`src/rtl/wb_rom_loader_if.sv`:
```
// Wishbone classic bus bundle between the management core (master) and the ROM loader (slave).
interface wb_rom_loader_if;
  logic        wbs_stb_i;
  logic        wbs_cyc_i;
  logic        wbs_we_i;
  logic [3:0]  wbs_sel_i;
  logic [31:0] wbs_dat_i;
  logic [31:0] wbs_adr_i;
  logic        wbs_ack_o;
  logic [31:0] wbs_dat_o;

  modport master (
    output wbs_stb_i, wbs_cyc_i, wbs_we_i, wbs_sel_i, wbs_dat_i, wbs_adr_i,
    input  wbs_ack_o, wbs_dat_o
  );

  modport slave (
    input  wbs_stb_i, wbs_cyc_i, wbs_we_i, wbs_sel_i, wbs_dat_i, wbs_adr_i,
    output wbs_ack_o, wbs_dat_o
  );
endinterface

```
`src/rtl/wb_rom_loader.sv`:
```
// Wishbone register window that buffers ROM words in a FIFO and drains them to the SoC ROM port.
// Optional: define ROM_LOADER_CHECKSUM_EN for a 16-bit running sum of drained words at 0x10.
module wb_rom_loader #(
  parameter logic [31:0] BASE_ADDR  = 32'h3000_0000,
  parameter int unsigned FIFO_DEPTH = 4,
  parameter int unsigned ADDR_W     = 15,
  parameter int unsigned DATA_W     = 16
) (
  input  logic              wb_clk_i,
  input  logic              wb_rst_i,
  wb_rom_loader_if.slave    wbs,
  output logic              rom_valid_o,
  input  logic              rom_ready_i,
  output logic [ADDR_W-1:0] rom_addr_o,
  output logic [DATA_W-1:0] rom_data_o,
  output logic              soc_rst_o,
  output logic              busy_o
);
  localparam int unsigned PtrW = (FIFO_DEPTH > 1) ? $clog2(FIFO_DEPTH) : 1;
  localparam int unsigned CntW = $clog2(FIFO_DEPTH + 1);
  localparam int unsigned EntW = ADDR_W + DATA_W;

  typedef enum logic [1:0] {StIdle, StSend, StFlush} state_e;

  state_e            state_q, state_d;
  logic              ack_q;
  logic [31:0]       dat_q, rdata;
  logic              soc_rst_q, drain_en_q, flush_q, wrap_q;
  logic [ADDR_W-1:0] addr_q;
  logic [EntW-1:0]   mem_q [FIFO_DEPTH];
  logic [PtrW-1:0]   wr_ptr_q, rd_ptr_q, load_ptr;
  logic [CntW-1:0]   count_q;
  logic              valid_q;
  logic [ADDR_W-1:0] rom_addr_q;
  logic [DATA_W-1:0] rom_data_q;
  logic              load, pop, clr;
`ifdef ROM_LOADER_CHECKSUM_EN
  logic [15:0]       csum_q;
`endif

  logic       hit, full, stall, acc, wr, push;
  logic       wr_ctrl, wr_addr, wr_data, wr_stat;
  logic [5:0] offset;

  assign offset  = wbs.wbs_adr_i[7:2];
  assign hit     = wbs.wbs_stb_i & wbs.wbs_cyc_i & (wbs.wbs_adr_i[31:8] == BASE_ADDR[31:8]);
  assign full    = (count_q == CntW'(FIFO_DEPTH));
  // A full FIFO stalls DATA writes, unless a flush is pending (that push is dropped anyway).
  assign stall   = wbs.wbs_we_i & (offset == 6'h02) & full & ~flush_q;
  assign acc     = hit & ~ack_q & ~stall;
  assign wr      = acc & wbs.wbs_we_i;
  assign wr_ctrl = wr & (offset == 6'h00);
  assign wr_addr = wr & (offset == 6'h01);
  assign wr_data = wr & (offset == 6'h02);
  assign wr_stat = wr & (offset == 6'h03);
  assign push    = wr_data & ~flush_q;

  assign wbs.wbs_ack_o = ack_q;
  assign wbs.wbs_dat_o = dat_q;
  assign rom_valid_o   = valid_q;
  assign rom_addr_o    = rom_addr_q;
  assign rom_data_o    = rom_data_q;
  assign soc_rst_o     = soc_rst_q;
  assign busy_o        = (count_q != '0) | valid_q;

  logic unused_bits;
  assign unused_bits = ^{wbs.wbs_sel_i, wbs.wbs_adr_i[1:0], wbs.wbs_dat_i[31:DATA_W]};

  always_comb begin
    rdata = '0;
    case (offset)
      6'h00:   rdata = {30'b0, drain_en_q, soc_rst_q};
      6'h01:   rdata = 32'(addr_q);
      6'h03:   rdata = {22'b0, full, wrap_q, 4'(count_q), 3'b0, busy_o};
`ifdef ROM_LOADER_CHECKSUM_EN
      6'h04:   rdata = {16'b0, csum_q};
`endif
      default: rdata = '0;
    endcase
  end

  always_ff @(posedge wb_clk_i) begin
    if (wb_rst_i) begin
      ack_q      <= 1'b0;
      dat_q      <= '0;
      soc_rst_q  <= 1'b1;
      drain_en_q <= 1'b0;
      flush_q    <= 1'b0;
      wrap_q     <= 1'b0;
      addr_q     <= '0;
    end else begin
      ack_q <= acc;
      dat_q <= (acc & ~wbs.wbs_we_i) ? rdata : '0;
      if (wr_ctrl) begin
        soc_rst_q  <= wbs.wbs_dat_i[0];
        drain_en_q <= wbs.wbs_dat_i[1];
      end
      if (wr_ctrl & wbs.wbs_dat_i[2]) flush_q <= 1'b1;
      else if (clr)                   flush_q <= 1'b0;
      if (wr_addr)      addr_q <= wbs.wbs_dat_i[ADDR_W-1:0];
      else if (wr_data) addr_q <= addr_q + ADDR_W'(1);
      if (wr_data & (&addr_q))              wrap_q <= 1'b1;
      else if (wr_stat & wbs.wbs_dat_i[8]) wrap_q <= 1'b0;
    end
  end

  always_ff @(posedge wb_clk_i) begin
    if (push) mem_q[wr_ptr_q] <= {addr_q, wbs.wbs_dat_i[DATA_W-1:0]};
  end

  always_ff @(posedge wb_clk_i) begin
    if (wb_rst_i) state_q <= StIdle;
    else          state_q <= state_d;
  end

  always_comb begin
    state_d = state_q;
    case (state_q)
      StIdle: if (!flush_q && drain_en_q && count_q != '0) state_d = StSend;
      StSend: begin
        if (rom_ready_i) begin
          if (!flush_q && drain_en_q && count_q > CntW'(1)) state_d = StSend;
          else                                              state_d = StIdle;
        end else if (flush_q) begin
          state_d = StFlush;
        end
      end
      StFlush: if (rom_ready_i) state_d = StIdle;
      default: state_d = StIdle;
    endcase
  end

  always_comb begin
    load     = 1'b0;
    pop      = 1'b0;
    clr      = 1'b0;
    load_ptr = rd_ptr_q;
    case (state_q)
      StIdle: begin
        load = !flush_q && drain_en_q && count_q != '0;
        clr  = flush_q;
      end
      StSend: begin
        pop      = rom_ready_i;
        load     = rom_ready_i && !flush_q && drain_en_q && count_q > CntW'(1);
        clr      = rom_ready_i && flush_q;
        load_ptr = rd_ptr_q + PtrW'(1);
      end
      StFlush: begin
        pop = rom_ready_i;
        clr = rom_ready_i;
      end
      default: ;
    endcase
  end

  always_ff @(posedge wb_clk_i) begin
    if (wb_rst_i) begin
      wr_ptr_q   <= '0;
      rd_ptr_q   <= '0;
      count_q    <= '0;
      valid_q    <= 1'b0;
      rom_addr_q <= '0;
      rom_data_q <= '0;
    end else begin
      if (clr) begin
        wr_ptr_q <= '0;
        rd_ptr_q <= '0;
        count_q  <= '0;
      end else begin
        if (push) wr_ptr_q <= wr_ptr_q + PtrW'(1);
        if (pop)  rd_ptr_q <= rd_ptr_q + PtrW'(1);
        count_q <= count_q + CntW'(push) - CntW'(pop);
      end
      if (load) begin
        {rom_addr_q, rom_data_q} <= mem_q[load_ptr];
        valid_q                  <= 1'b1;
      end else if (pop) begin
        valid_q <= 1'b0;
      end
    end
  end

`ifdef ROM_LOADER_CHECKSUM_EN
  always_ff @(posedge wb_clk_i) begin
    if (wb_rst_i)                     csum_q <= '0;
    else if (wr & (offset == 6'h04))  csum_q <= '0;
    else if (valid_q & rom_ready_i)   csum_q <= csum_q + 16'(rom_data_q);
  end
`endif
endmodule

```
`src/flat_wrapper.sv`:
```
// flat-port wrapper written by rule: the top's interface ports become plain ports
module wb_rom_loader_flat 
#(
  parameter logic [31:0] BASE_ADDR  = 32'h3000_0000,
  parameter int unsigned FIFO_DEPTH = 4,
  parameter int unsigned ADDR_W     = 15,
  parameter int unsigned DATA_W     = 16
)
  (wb_clk_i, wb_rst_i, rom_valid_o, rom_ready_i, rom_addr_o, rom_data_o, soc_rst_o, busy_o, wbs_wbs_stb_i, wbs_wbs_cyc_i, wbs_wbs_we_i, wbs_wbs_sel_i, wbs_wbs_dat_i, wbs_wbs_adr_i, wbs_wbs_ack_o, wbs_wbs_dat_o);
  wb_rom_loader_if wbs_i ();
  input  logic wb_clk_i;
  input  logic wb_rst_i;
  output logic rom_valid_o;
  input  logic rom_ready_i;
  output logic [ADDR_W-1:0] rom_addr_o;
  output logic [DATA_W-1:0] rom_data_o;
  output logic soc_rst_o;
  output logic busy_o;
  input wire logic [$bits(wbs_i.wbs_stb_i)-1:0] wbs_wbs_stb_i;
  input wire logic [$bits(wbs_i.wbs_cyc_i)-1:0] wbs_wbs_cyc_i;
  input wire logic [$bits(wbs_i.wbs_we_i)-1:0] wbs_wbs_we_i;
  input wire logic [$bits(wbs_i.wbs_sel_i)-1:0] wbs_wbs_sel_i;
  input wire logic [$bits(wbs_i.wbs_dat_i)-1:0] wbs_wbs_dat_i;
  input wire logic [$bits(wbs_i.wbs_adr_i)-1:0] wbs_wbs_adr_i;
  output wire logic [$bits(wbs_i.wbs_ack_o)-1:0] wbs_wbs_ack_o;
  output wire logic [$bits(wbs_i.wbs_dat_o)-1:0] wbs_wbs_dat_o;
  assign wbs_i.wbs_stb_i = wbs_wbs_stb_i;
  assign wbs_i.wbs_cyc_i = wbs_wbs_cyc_i;
  assign wbs_i.wbs_we_i = wbs_wbs_we_i;
  assign wbs_i.wbs_sel_i = wbs_wbs_sel_i;
  assign wbs_i.wbs_dat_i = wbs_wbs_dat_i;
  assign wbs_i.wbs_adr_i = wbs_wbs_adr_i;
  assign wbs_wbs_ack_o = wbs_i.wbs_ack_o;
  assign wbs_wbs_dat_o = wbs_i.wbs_dat_o;
  wb_rom_loader #(.BASE_ADDR(BASE_ADDR), .FIFO_DEPTH(FIFO_DEPTH), .ADDR_W(ADDR_W), .DATA_W(DATA_W)) u_core (.wb_clk_i(wb_clk_i), .wb_rst_i(wb_rst_i), .wbs(wbs_i), .rom_valid_o(rom_valid_o), .rom_ready_i(rom_ready_i), .rom_addr_o(rom_addr_o), .rom_data_o(rom_data_o), .soc_rst_o(soc_rst_o), .busy_o(busy_o));
endmodule
```
`config.mk`:
```
export PLATFORM = sky130hd
export DESIGN_NAME = wb_rom_loader_flat
export DESIGN_NICKNAME = d
export VERILOG_FILES = /design/src/rtl/wb_rom_loader_if.sv /design/src/rtl/wb_rom_loader.sv /design/src/flat_wrapper.sv
export SDC_FILE = /design/constraint.sdc
export NUM_CORES = 1
export LEC_CHECK = 0
export CAP_MARGIN = 0
export CORE_ASPECT_RATIO = 0.75
export CORE_MARGIN = 2
export CORE_UTILIZATION = 40
export CTS_BUF_LIST = sky130_fd_sc_hd__clkbuf_16
export DETAILED_ROUTE_END_ITERATION = 12
export PLACE_DENSITY = 0.61
export SETUP_SLACK_MARGIN = 0.5
export SLEW_MARGIN = 20
export SYNTH_ARGS = -nofsm -noshare
export SYNTH_HDL_FRONTEND = slang
export SYNTH_SLANG_ARGS = --single-unit
```
`constraint.sdc`:
```
create_clock -name wb_clk_i -period 7.8 [get_ports wb_clk_i]
set_input_delay 1.17 -clock wb_clk_i [delete_from_list [all_inputs] [get_ports wb_clk_i]]
set_output_delay 1.17 -clock wb_clk_i [all_outputs]
set_load 0.1 [all_outputs]
```
=== After elaboration in Yosys (flattened, before gate mapping) ===
Memory sizes are Yosys's and may differ from the RTL's. A register that Yosys moved wholly into a read port is not among the register bits.
Index checks and enable logic that the tools add are counted.

* $add $sub $neg: 5
* Magnitude comparators: 1
* Equality and inequality tests: 10
* Multiplexer cells: 21
* Bitwise logic cells: 23
* Reductions and logical operators: 20

{| class="wikitable"
|+ Operator list
! operator !! number
|-
| 15-bit one-hot mux with 3 select lines || 1
|-
| 15-bit 2-to-1 mux || 2
|-
| 24-bit by 22-bit equality test with 1-bit output (second input constant) || 1
|-
| 1-bit bitwise AND || 17
|-
| 15-bit by 1-bit adder with 15-bit output (second input constant) || 1
|-
| 15-bit AND reduction || 1
|-
| 6-bit by 2-bit equality test with 1-bit output (second input constant) || 2
|-
| 1-bit 2-to-1 mux || 10
|-
| 2-bit 2-to-1 mux || 5
|-
| 2-bit nonzero test || 4
|-
| 1-bit logical AND || 7
|-
| 6-bit by 1-bit equality test with 1-bit output (second input constant) || 1
|-
| 6-bit logical NOT || 1
|-
| 2-bit one-hot mux with 3 select lines || 1
|-
| 2-bit OR reduction || 3
|-
| 1-bit NOT || 5
|-
| 2-bit by 1-bit adder with 2-bit output (second input constant) || 2
|-
| 3-bit by 1-bit adder with 3-bit output || 1
|-
| 3-bit equality test (second input constant) || 1
|-
| 3-bit by 1-bit > comparator with 1-bit output (second input constant) || 1
|-
| 3-bit by 2-bit != test with 1-bit output (second input constant) || 1
|-
| 1-bit one-hot mux with 3 select lines || 1
|-
| 3-bit AND reduction || 1
|-
| 3-bit nonzero test || 1
|-
| other kinds (9) || 9
|}

* Register bits: 62
* Memory bits (writable): 124
* Bits of input ports: 74
* Word-level logic and storage cells: 93
* Memories kept: 1

{| class="wikitable"
|+ Memories
! memory !! depth !! width !! rd ports !! clocked after memory_dff !! wr ports !! RTL line !! text
|-
| u_core.mem_q || 4 || 31 || 1 || 1 || 1 || wb_rom_loader.sv:30 || <nowiki>logic [EntW-1:0] mem_q [FIFO_DEPTH];</nowiki>
|}

=== Longest topological paths before layout ===
Gate-level depths: netlist of the first run.

* Depth in word-level cells: 11
* Gate-level depth with buffers: 11
* Depth with buffers taken out: 11

=== Worst setup path after synthesis of the first run ===
Ideal clock, no wire load.

* Kind: input to register
* Start point: input wbs_wbs_adr_i[5]
* End point: memory u_core.mem_q[0][0] (netlist bit), enable pin
* Setup time: 0.391 ns
* Data arrival time: 3.253 ns
* Path slack: 4.156 ns
* Stages on the path: 6
* Cells stage by stage: or4_4 -> buf_6 -> nor4_1 -> and4_1 -> clkbuf_1 -> and2_1

* Cells in the longest elaborated chain, start to end: 11

{| class="wikitable"
|+ Ends and longest elaborated chain
! what !! RTL line !! text
|-
| start, declared || flat_wrapper.sv:24 || <nowiki>input wire logic [$bits(wbs_i.wbs_adr_i)-1:0] wbs_wbs_adr_i;</nowiki>
|-
| 6-bit by 2-bit equality test with 1-bit output (*) || wb_rom_loader.sv:49, wb_rom_loader.sv:54 ||
|-
| 1-bit bitwise AND (3 in series) || wb_rom_loader.sv:49 || <nowiki>assign stall = wbs.wbs_we_i & (offset == 6'h02) & full & ~flush_q;</nowiki>
|-
| 1-bit NOT || wb_rom_loader.sv:50 || <nowiki>assign acc = hit & ~ack_q & ~stall;</nowiki>
|-
| 1-bit bitwise AND || wb_rom_loader.sv:50 ||
|-
| 1-bit bitwise AND || wb_rom_loader.sv:51 || <nowiki>assign wr = acc & wbs.wbs_we_i;</nowiki>
|-
| 1-bit bitwise AND (*) || wb_rom_loader.sv:54 || <nowiki>assign wr_data = wr & (offset == 6'h02);</nowiki>
|-
| 1-bit bitwise AND (*) || wb_rom_loader.sv:56 || <nowiki>assign push = wr_data & ~flush_q;</nowiki>
|-
| 1-bit 2-to-1 mux (*) || wb_rom_loader.sv:108 || <nowiki>if (push) mem_q[wr_ptr_q] <= {addr_q, wbs.wbs_dat_i[DATA_W-1:0]};</nowiki>
|-
| 1-bit 2-to-1 mux (implied by the code) (*) || wb_rom_loader.sv:108 ||
|-
| end, declared || wb_rom_loader.sv:30 ||
|}

Every way passes the cells marked *; elsewhere a longest branch is shown, timed or not.

=== Worst setup path after layout of the first run ===
* Start point: register u_core.count_q[0]
* End point: output busy_o

* Cells in the longest elaborated chain, start to end: 2

{| class="wikitable"
|+ Ends and longest elaborated chain
! what !! RTL line !! text
|-
| start, declared || wb_rom_loader.sv:32 || <nowiki>logic [CntW-1:0] count_q;</nowiki>
|-
| start signal, assigned || wb_rom_loader.sv:173 || <nowiki>count_q <= count_q + CntW'(push) - CntW'(pop);</nowiki>
|-
| 3-bit nonzero test || wb_rom_loader.sv:64 || <nowiki>assign busy_o = (count_q != '0) | valid_q;</nowiki>
|-
| 1-bit OR || wb_rom_loader.sv:64 ||
|-
| end, declared || flat_wrapper.sv:18 || <nowiki>output logic busy_o;</nowiki>
|}

No other way between the ends.

==> results of run 1 <==
[final cells by class]
type	instances	area share [%]
clock buffers	17	4.28
clock inverters	15	1.28
inverters	14	0.529
multi-input cells	366	27.1
flip-flops and latches	200	52.8
well taps	258	3.25
repair buffers	110	10.8
[metal layers]
layer | track usage [%] | vias up | wire (um)
met3 | 5.03 | 19 | 1260
met4 | 5.73 | 0 | 278
met2 | 25.9 | 184 | 7930
li1 | - | 2450 | -
met1 | 23.4 | 2556 | 8280
met5 | 0 | - | 0
[worst paths after layout]
check	slack [ns]	start	cells past startpoint	to
worst max register to register	4.89	u_core.state_q[1]	7	u_core.rom_addr_o[5]
worst min-delay path	0.45	u_core.rom_addr_o[7]	2	u_core.rom_addr_o[7]
worst max-delay path	4.17	u_core.count_q[0]	2	busy_o
worst min register to register	0.45	u_core.rom_addr_o[7]	2	u_core.rom_addr_o[7]
[critical path, delay by kind of cell (launching register included)]
kind / cells / cell delay (ns)
and+or+nand+nor: 1 / 0.61
DFF: 1 / 0.40
buffers and inverters: 1 / 1.01
[stage by stage]
step	hold WS [ns]	cell area, um2	std cells	util, %
after global placement	0.443	9380	948	46.7
after CTS	0.457	9940	980	49.4
after detailed placement	0.448	9380	948	46.7
after global routing	0.484	9940	980	49.4
after floorplan	0.444	8220	625	-
final	0.449	9940	980	49.4
[cells in the final DEF, fill, tap and decap left out, types with 11 or more instances in the layout]
cell type | netlist | final
dfxtp_1 | 76 | 76
edfxtp_1 | 124 | 124
inv_1 | 14 | 16
ha_1 | 13 | 13
and2_1 | 13 | 13
nand2_1 | 79 | 79
nor2_1 | 30 | 30
nand3_1 | 11 | 11
mux4_2 | 31 | 31
nor4_1 | 12 | 12
clkbuf_16 | 0 | 17
clkdlybuf4s50_1 | 0 | 100
a21oi_1 | 44 | 43
conb_1 | 1 | 17
[state kept, by name, summed over array words and instances (netlist names), 2 cells and up]
name	count
u_core.mem_q	124
u_core.rom_data_o	16
u_core.addr_q	15
u_core.rom_addr_o	15
u_core.wbs.wbs_dat_o	15
u_core.count_q	3
u_core.rd_ptr_q	2
u_core.state_q	2
u_core.wr_ptr_q	2
[where the power goes]
| part | internal, mW | leakage, nW | switching, mW |
|---|---|---|---|
| registers | 1.12 | 1.70 | 0.00527 |
| clock network | 0.441 | 0.274 | 0.389 |
| logic | 0.0672 | 1.22 | 0.103 |
[cells by family (layout without fill, tap and decap cells)]
family,after synthesis,in the layout,synth area share [%]
compound gates,93,93,7.18
xor+xnor,9,9,0.966
fa+ha+maj,14,14,2.24
buf+inv,59,156,3.73
flops,200,200,64.3
mux,35,35,9.05
other cells,1,17,0.0460
simple gates,198,198,12.5
==> impl_results.md, run 1 <==
- Residual DRC: 0
- Fraction of the yosys area taken by sequential cells: 64.3%
- Max incr delay on CP: approximately 1.0 ns
- CTS tree: built
- Headroom to the max-slew limit: 31.9%
- Antenna Diode Count: 0
- GPL Wtd Cong: 0.887
- Initial detailed-routing violation count: about 350
- Number of hold buffers added after cts: 0
- Placeable core region: 20100 um2
- Run status: complete, no violations
- Number of global-route vias before repair: ~5.1k
- Critical Path Sink Type: output pin
- Power density relative to cell area: between 200 and 250 nW/um2
- Number of failing hold endpoints at the final stage: 0
- Area growth from synthesis to layout: 21.8%
- Total global-route track usage: 17.0%
- Summed negative setup slack over all endpoints: 0 ns
- Fraction of synthesis flops using an asynchronous set or reset pin: 0%
- Number of distinct library cell variants in the gate-level netlist after synthesis: 60
- Number of synthesis warnings: 0
- First-pass GRT wire length: about 28 mm
- Flip-flop cell with the highest count after synthesis: edfxtp_1
- Area of the multi-input gates: 2690 um2
- Pins Over Slew Limit: 0
- Number of inserted filler cells in the final layout: about 1.7k
- Post-synth top area cell: edfxtp_1
- Setup violations, final: 0
- Die extent in y: 128 um
- Top achievable clock speed: 275 MHz
- Clock Skew: 0.0118 ns
- Most frequent cell after synthesis: edfxtp_1
- Standard-cell row count: 45
- Sequential standard cell area: 5250 um2
- Final worst path period share: 46.6%
- Floorplan die area: approximately 22000 um2
- Number of gates given a new drive strength after cts: 0
- Post-synth top area share: 45.6%
- Clock slew at the register clock pins of the worst setup and hold paths: 0.07 ns
- Maxcap violations: 0
- Antenna viol nets, final: 0
- Initial antenna violation count: 0
- Crit path setup slack, layout: 4.17 ns
- First-pass detailed-route iteration total: 5
- Deepest clock path buffer count: 2
- Detailed-route wire length: 17.8 mm
- Proportion of layout cells with a drive suffix above 1: 11.2%
- Ports: 141
- Most frequent cells after synthesis: 124 x edfxtp_1, 79 x nand2_1, 76 x dfxtp_1
- Maximum vdd drop: 0.150 mV
- Synth area leaders: edfxtp_1 46%, dfxtp_1 19%, mux4_2 8.6%, nand2_1 3.6%, a21oi_1 2.7%
- RSZ-0062 raised after global routing: no
- Setup crit start kind: register
- Register bit count reported by yosys: 200
- Total design power: approximately 2.1 mW
- IO Port Bufs: 101
- Setup Slack @ Placement: 3.74 ns
- Die outline width: 169 um
- Maximum fanout encountered on the critical timing path: 9
- Number of clock buffers inserted by TritonCTS: 17
- Worst skew pair latency: 0.43 ns
- Gate count of the mapped netlist: 609
- DPL Wire Length: 11.7 mm
- Number of clock sinks seen by CTS: 200
- Via count of the routed design: 5209
- Starting utilization of the core area: 40.6%
- Slew at the pin with the worst max-slew slack: 1.02 ns
- Arrival time reported for the critical path endpoint: approximately 2.5 ns
- Net count, final: ~800
- Per-cell routed wire length: about 18 um
- Worst path cell trace: or4_1, clkdlybuf4s50_1
- Synthesized area divided by synthesized cell count: 13.4 um2
- Path type of the worst min-delay path: reg -> reg
- Total congestion overflow: 0
- Root Buffer Master: clkbuf_16
- Data required time at the worst endpoint: 6.63 ns
- Time the final worst path needs with I/O delays and setup: 3.63 ns
- Post-synth EDFFs: approximately 120
- Maximum number of pins on one net before global-route repair: 57
- Cell Area, Synth: around 8200 um2
- Crit path max-delay cell type: clkdlybuf4s50_1
- H-tree level count: 4
- Post-CTS repair timing setup buffer count: 0
- Type of the setup path with the least slack: reg -> out
- Leakage power: 3.20 nW
- Detailed-route vias per instance: 5.32
(Power assumes the default switching activity.)
==> run 2: changes to the inputs <==
PLACE_DENSITY = 0.64   (was 0.61)
clock period = 3.28 ns   (was 7.8 ns; I/O delays follow)
==> impl_results.md, run 2 (synthesis gave the netlist of run 1 again) <==
- Run status: complete, no violations (unchanged)
- Data required time at the worst endpoint: 3.57 ns (was 6.63 ns)
- Critical Path Sink Type: register (was output pin)
- Number of stages on the worst hold path: 2 (unchanged)
- Floorplan die area: 21600 um2 (unchanged)
- Headroom to the max-slew limit: 34.0% (was 31.9%)
- Root Buffer Master: clkbuf_16 (unchanged)
- Number of inserted filler cells in the final layout: 1727 (was 1749)
- Ports: 141 (unchanged)
- Die extent in y: 128 um (unchanged)
- Maximum number of pins on one net before global-route repair: 56 (was 57)
- Maxcap violations: 0 (unchanged)
- Power density relative to cell area: 513 nW/um2 (was 214 nW/um2)
- Number of cells on the critical path: 9 (was 2)
- Commonest non-fill, non-tap cell in the layout: edfxtp_1 (unchanged)
- DPL Wire Length: 11.7 mm (about the same)
- Maximum vdd drop: 0.373 mV (was 0.150 mV)
- Top achievable clock speed: 385 MHz
- Worst hold slack: 0.453 ns (was 0.449 ns)
- Per-cell routed wire length: 18.1 um (about the same)
- Area growth from synthesis to layout: 23.2% (was 21.8%)
- Number of clock sinks seen by CTS: 200 (unchanged)
- Antenna viol nets, final: 0 (unchanged)
- Initial antenna violation count: 0 (unchanged)
- Maximum fanout encountered on the critical timing path: 5 (was 9)
- Slew at the pin with the worst max-slew slack: 0.987 ns (was 1.02 ns)
- Number of global-route vias before repair: 5469 (was 5139)
- Met3 capacity usage during global routing: 5.00% (was 5.03%)
- GPL Wtd Cong: 0.870 (was 0.887)
- IO Port Bufs: 101 (unchanged)
- Path type of the worst min-delay path: reg -> reg (unchanged)
- RSZ-0062 raised after global routing: no (unchanged)
- Time the final worst path needs with I/O delays and setup: between 2 and 3 ns
- Met1 capacity usage during global routing: 22.2% (was 23.4%)
- Worst reg2reg path endpoint: u_core.count_q[2] (was u_core.rom_addr_o[5])
- Setup crit start kind: input port (was register)
- Critical path destination: u_core.count_q[2] (was busy_o)
- Largest register by flop count: u_core.mem_q (unchanged)
- Initial detailed-routing violation count: 320 (was 349)
- Cell count of the worst reg-to-reg path: 8 (was 7)
- Final worst path period share: around 80%
- Die outline width: 169 um (unchanged)
- Met2 capacity usage during global routing: 28.5% (was 25.9%)
- First-pass GRT wire length: 28.5 mm (was 27.9 mm)
- Critical path startpoint: wbs_wbs_adr_i[28] (was u_core.count_q[0])
- Final std cell area, no fill: 10100 um2 (was 9940 um2)
- Worst skew pair latency: 0.43 ns (about the same)
- Highest-count cells in the layout ignoring fill and taps: 124 x edfxtp_1, 80 x clkdlybuf4s50_1, 79 x nand2_1, 76 x dfxtp_1, 43 x a21oi_1 (was 124 x edfxtp_1, 100 x clkdlybuf4s50_1, 79 x nand2_1, 76 x dfxtp_1, 43 x a21oi_1)
- CTS tree: built (unchanged)
- Proportion of layout cells with a drive suffix above 1: 15.8% (was 11.2%)
- Worst path cell trace: clkdlybuf4s50_1, nor4bb_1, and3_1, and4_1, ha_1, inv_1, fa_1, xnor2_1, nor2_1 (was or4_1, clkdlybuf4s50_1)
- Type of the setup path with the least slack: in -> reg (was reg -> out)
- Area of the multi-input gates: 2700 um2 (was 2690 um2)
- Worst setup slack for register-to-register paths: 0.93 ns (was 4.89 ns)
- Detailed-route vias per instance: 5.32 (about the same)
- Number of hold buffers added after cts: 0 (unchanged)
- Clock Skew: 0.00994 ns (was 0.0118 ns)
- Antenna Diode Count: 0 (unchanged)
- Standard-cell row count: 45 (unchanged)
- Placed cell area: 9460 um2 (was 9380 um2)
- Crit path max-delay cell type: clkdlybuf4s50_1 (unchanged)
- Max incr delay on CP: 0.45 ns (was 1.01 ns)
- Starting utilization of the core area: 40.6% (unchanged)
- Via count of the routed design: 5260 (was 5209)
- Clock slew at the register clock pins of the worst setup and hold paths: 0.07 ns (about the same)
- CP bufs+invs: 2 (was 1)
- Number of flip-flops in the largest register: 124 (unchanged)
- Residual DRC: 0 (unchanged)
- Post-CTS repair timing setup buffer count: 0 (unchanged)
- Number of failing hold endpoints at the final stage: 0 (unchanged)
- Top delay family on crit path: simple AND/OR/NAND/NOR gates (was buffers and inverters)
- Setup violations, final: 0 (unchanged)
- Leakage power: 3.31 nW (was 3.20 nW)
- Detailed-route wire length: 17.8 mm (about the same)
- Number of gates given a new drive strength after cts: 0 (unchanged)
- Pins Over Slew Limit: 0 (unchanged)
- Total global-route track usage: 17.4% (was 17.0%)
- First-pass detailed-route iteration total: 4 (was 5)
- Busiest metal layer after global routing: met2 (unchanged)
- Placeable core region: 20100 um2 (unchanged)
- H-tree level count: 4 (unchanged)
- Deepest clock path buffer count: 2 (unchanged)
- Total congestion overflow: 0 (unchanged)
- Sequential standard cell area: 5250 um2 (unchanged)
- Net count, final: 805 (was 797)
- Summed negative setup slack over all endpoints: 0 ns (unchanged)
- R2r startpoint: u_core.wbs.wbs_ack_o (was u_core.state_q[1])
- Arrival time reported for the critical path endpoint: 2.89 ns (was 2.46 ns)
- Number of clock buffers inserted by TritonCTS: 17 (unchanged)
run 2: cell types whose count changed in the layout (fill, tap and decap cells not counted):
cell             change
buf_4               +23
clkdlybuf4s50_1     -20
buf_12               +5
and2_1               -4
and2_2               +4
inv_8                +2
bufinv_16            +1
clkinv_1             -1
clkinv_4             -1
inv_1                -1
run 2: cell type report:
type,instances,share of cell area [%]
clock buffers,17,4.23
clock inverters,15,1.63
inverters,14,0.523
multi-input cells,366,26.8
flip-flops and latches,200,52.2
well taps,258,3.21
repair buffers,118,11.4
run 2: worst min-delay path, delay by kind of cell (launching register included):
family,cells,cell delay [ns]
flip-flops,1,0.31
AND/OR/NAND/NOR,1,0.05
AO/OA/AOI/OAI,1,0.05
run 2: through the flow:
| stage | power (mW) | util [%] | setup WS [ns] | std cells |
|---|---|---|---|---|
| 4_1_cts | 5.20 | 50.0 | 0.690 | 988 |
| 6_report | 5.15 | 50.0 | 0.679 | 988 |
| 3_3_place_gp | 3.13 | 47.1 | 0.290 | 956 |
| 5_1_grt | 5.33 | 50.0 | 0.535 | 988 |
| 3_5_place_dp | 3.14 | 47.1 | 0.228 | 956 |
| 2_1_floorplan | 3.02 | - | 0.589 | 625 |
run 2: layer usage:
layer / vias to the layer above / wire length, um
li1: 2476 / -
met1: 2577 / 7930
met2: 187 / 8490
met3: 20 / 1100
met4: 0 / 312
met5: - / 0
run 2: how the worst min path moves through the flow:
stage                                     from                   end
after detailed placement  u_core.rom_addr_o[3]  u_core.rom_addr_o[3]
after CTS                 u_core.rom_addr_o[3]  u_core.rom_addr_o[3]
after floorplan                  u_core.wrap_q         u_core.wrap_q
after global placement    u_core.rom_data_o[2]  u_core.rom_data_o[2]
after global routing      u_core.rom_addr_o[3]  u_core.rom_addr_o[3]
final                     u_core.rom_addr_o[3]  u_core.rom_addr_o[3]
run 2: report_power, final:
| group | internal, mW | switching (mW) |
|---|---|---|
| logic | 0.165 | 0.246 |
| clock network | 1.14 | 0.935 |
| registers | 2.66 | 0.0124 |
==> edit, RTL diff (settings of run 1) <==
`ADDR_W` is set to 15 in 2 places; all go to 14.
--- a/src/rtl/wb_rom_loader.sv
+++ b/src/rtl/wb_rom_loader.sv
@@ -3,7 +3,7 @@
 module wb_rom_loader #(
   parameter logic [31:0] BASE_ADDR  = 32'h3000_0000,
   parameter int unsigned FIFO_DEPTH = 4,
-  parameter int unsigned ADDR_W     = 15,
+  parameter int unsigned ADDR_W     = 14,
   parameter int unsigned DATA_W     = 16
 ) (
   input  logic              wb_clk_i,
--- a/src/flat_wrapper.sv
+++ b/src/flat_wrapper.sv
@@ -3,7 +3,7 @@
 #(
   parameter logic [31:0] BASE_ADDR  = 32'h3000_0000,
   parameter int unsigned FIFO_DEPTH = 4,
-  parameter int unsigned ADDR_W     = 15,
+  parameter int unsigned ADDR_W     = 14,
   parameter int unsigned DATA_W     = 16
 )
   (wb_clk_i, wb_rst_i, rom_valid_o, rom_ready_i, rom_addr_o, rom_data_o, soc_rst_o, busy_o, wbs_wbs_stb_i, wbs_wbs_cyc_i, wbs_wbs_we_i, wbs_wbs_sel_i, wbs_wbs_dat_i, wbs_wbs_adr_i, wbs_wbs_ack_o, wbs_wbs_dat_o);
Ports: changed (resized rom_addr_o); port bits go from 141 to 140. No check against the original RTL was run, so the function may have changed too.
==> edit against run 1 <==
  * Wire length down 1.5%
  * Sequential cell count down 7
  * Maximum frequency down 7.4%
  * Combinational power up 11%
  * Via count down 2.9%
  * Register-to-register slack better by 250 ps
  * Total power down 1.8%
  * Synthesized area down 2.7%
  * Setup slack worse by 290 ps
  * Cell area down 2.7%
  * Sequential share of layout area down 0.39 points
  * Sequential power down 4%
  * Largest power group unchanged
==> edit: results <==
[worst_setup_path]
reg2reg_to = u_core.mem_q[2][22]$_DFFE_PP_
crit_slowest_cell = and2_2
timing.critical_path.from = wbs_wbs_adr_i[3]
crit_path_end_kind = flop
worstPathMaxFanout = 30
worst-endpoint-arrival_ps = 3980
ff2ff_path_depth = 4
crit_path_max_incr_delay_ps = 850
r2r-start = u_core.count_q[1]$_SDFF_PP0_

[sta]
holdWs_ps = 453
skew_ps = 6.71
worst_slew_margin_relative_to_its_limit = 0.335
min_period_ps = 3920

[placed_design]
place.detailed.instances = 913
dpl-instance-area_mm2 = 0.00912
preCtsSetupSlack_ps = 3450
hpwl_um = 11200
port_buffers = 99
place.gp.congestion = 0.878

[global_route]
grt_antenna_before_repair = 0
track_usage = 0.172
grt_start_max_net_pins = 48
wire_length_of_the_first_global_routing_pass_um = 27700
first_global_vias = 5048

[logic_synthesis]
ys_top_cells_by_count = edfxtp_1 (120), nand2_1 (76), dfxtp_1 (73)
ys_types = 57
synth_sequential_area_ratio = 0.638
synth-edff-count = 120
synth_area_leaders = edfxtp_1 (45%), dfxtp_1 (18%), mux4_2 (8.5%)
avgSynthCellArea_um2 = 13.6

[worst_hold_path]
worstHoldStart = u_core.rom_data_o[7]$_SDFFE_PP0P_
end_point_of_the_worst_hold_path = u_core.rom_data_o[7]$_SDFFE_PP0P_

[detailed_routing]
post_drt_via_cell_ratio = 5.35
drtIter0Drc = 371
post_drt_wl_per_cell_um = 18.5
dr_total_vias = 5057

[power]
power.switching_fraction = 0.238
irDropWorstVdd_uv = 154
cellLeakagePower_nw = 3.07

[layout]
share_of_post_route_cells_with_drive_strength_above_1 = 0.123
finish.net_count = 767

[die]
rows = 44

[outcome]
outcome = finished clean
edit: cell types whose count changed after synthesis, moves of 4 or more:
cell / run 1 / this run
and3_1: 4 / 8
or4_1: 5 / 1
nor3_1: 8 / 13
nor4_1: 12 / 5
a22oi_1: 5 / 0
a31oi_1: 6 / 2
nor2_1: 30 / 24
edfxtp_1: 124 / 120
nor4_4: 0 / 5
edit: logic make-up after synthesis:
logic type      after synthesis  synth area share
flops                       193             0.638
simple gates                180             0.125
compound gates               89            0.0698
buf+inv                      61            0.0387
mux                          38            0.0953
fa+ha+maj                    14            0.0230
xor+xnor                      9           0.00992
other cells                   1          0.000472
edit: cell type report:
type | count | area, µm² | area share
Clock buffer | 17 | 425 | 0.0440
Clock inverter | 15 | 118 | 0.0122
Inverter | 15 | 56.3 | 0.00582
Multi-Input combinational cell | 348 | 2660 | 0.275
Sequential cell | 193 | 5060 | 0.524
Tap cell | 253 | 317 | 0.0327
Timing Repair Buffer | 104 | 1020 | 0.106
edit: power by group through the flow:
stage,sequential [mW],clock [mW],combinational (mW)
floorplan,1.11,0,0.140
CTS,1.08,0.828,0.191
finish,1.08,0.811,0.189
global placement,1.11,0,0.188
global route,1.08,0.866,0.201
detailed placement,1.11,0,0.190
edit: layer usage:
layer / wire length, µm / vias up / global-route usage
met4: 538 / 0 / 0.0664
met2: 7730 / 204 / 0.268
li1: - / 2333 / -
met3: 1070 / 35 / 0.0453
met1: 8150 / 2485 / 0.233
met5: 0 / - / 0
edit: tightest hold or removal path, stage by stage, from the launching register on:
cell,delay [ps]
dfxtp_1,310
nand2_1,50
a21oi_1,50
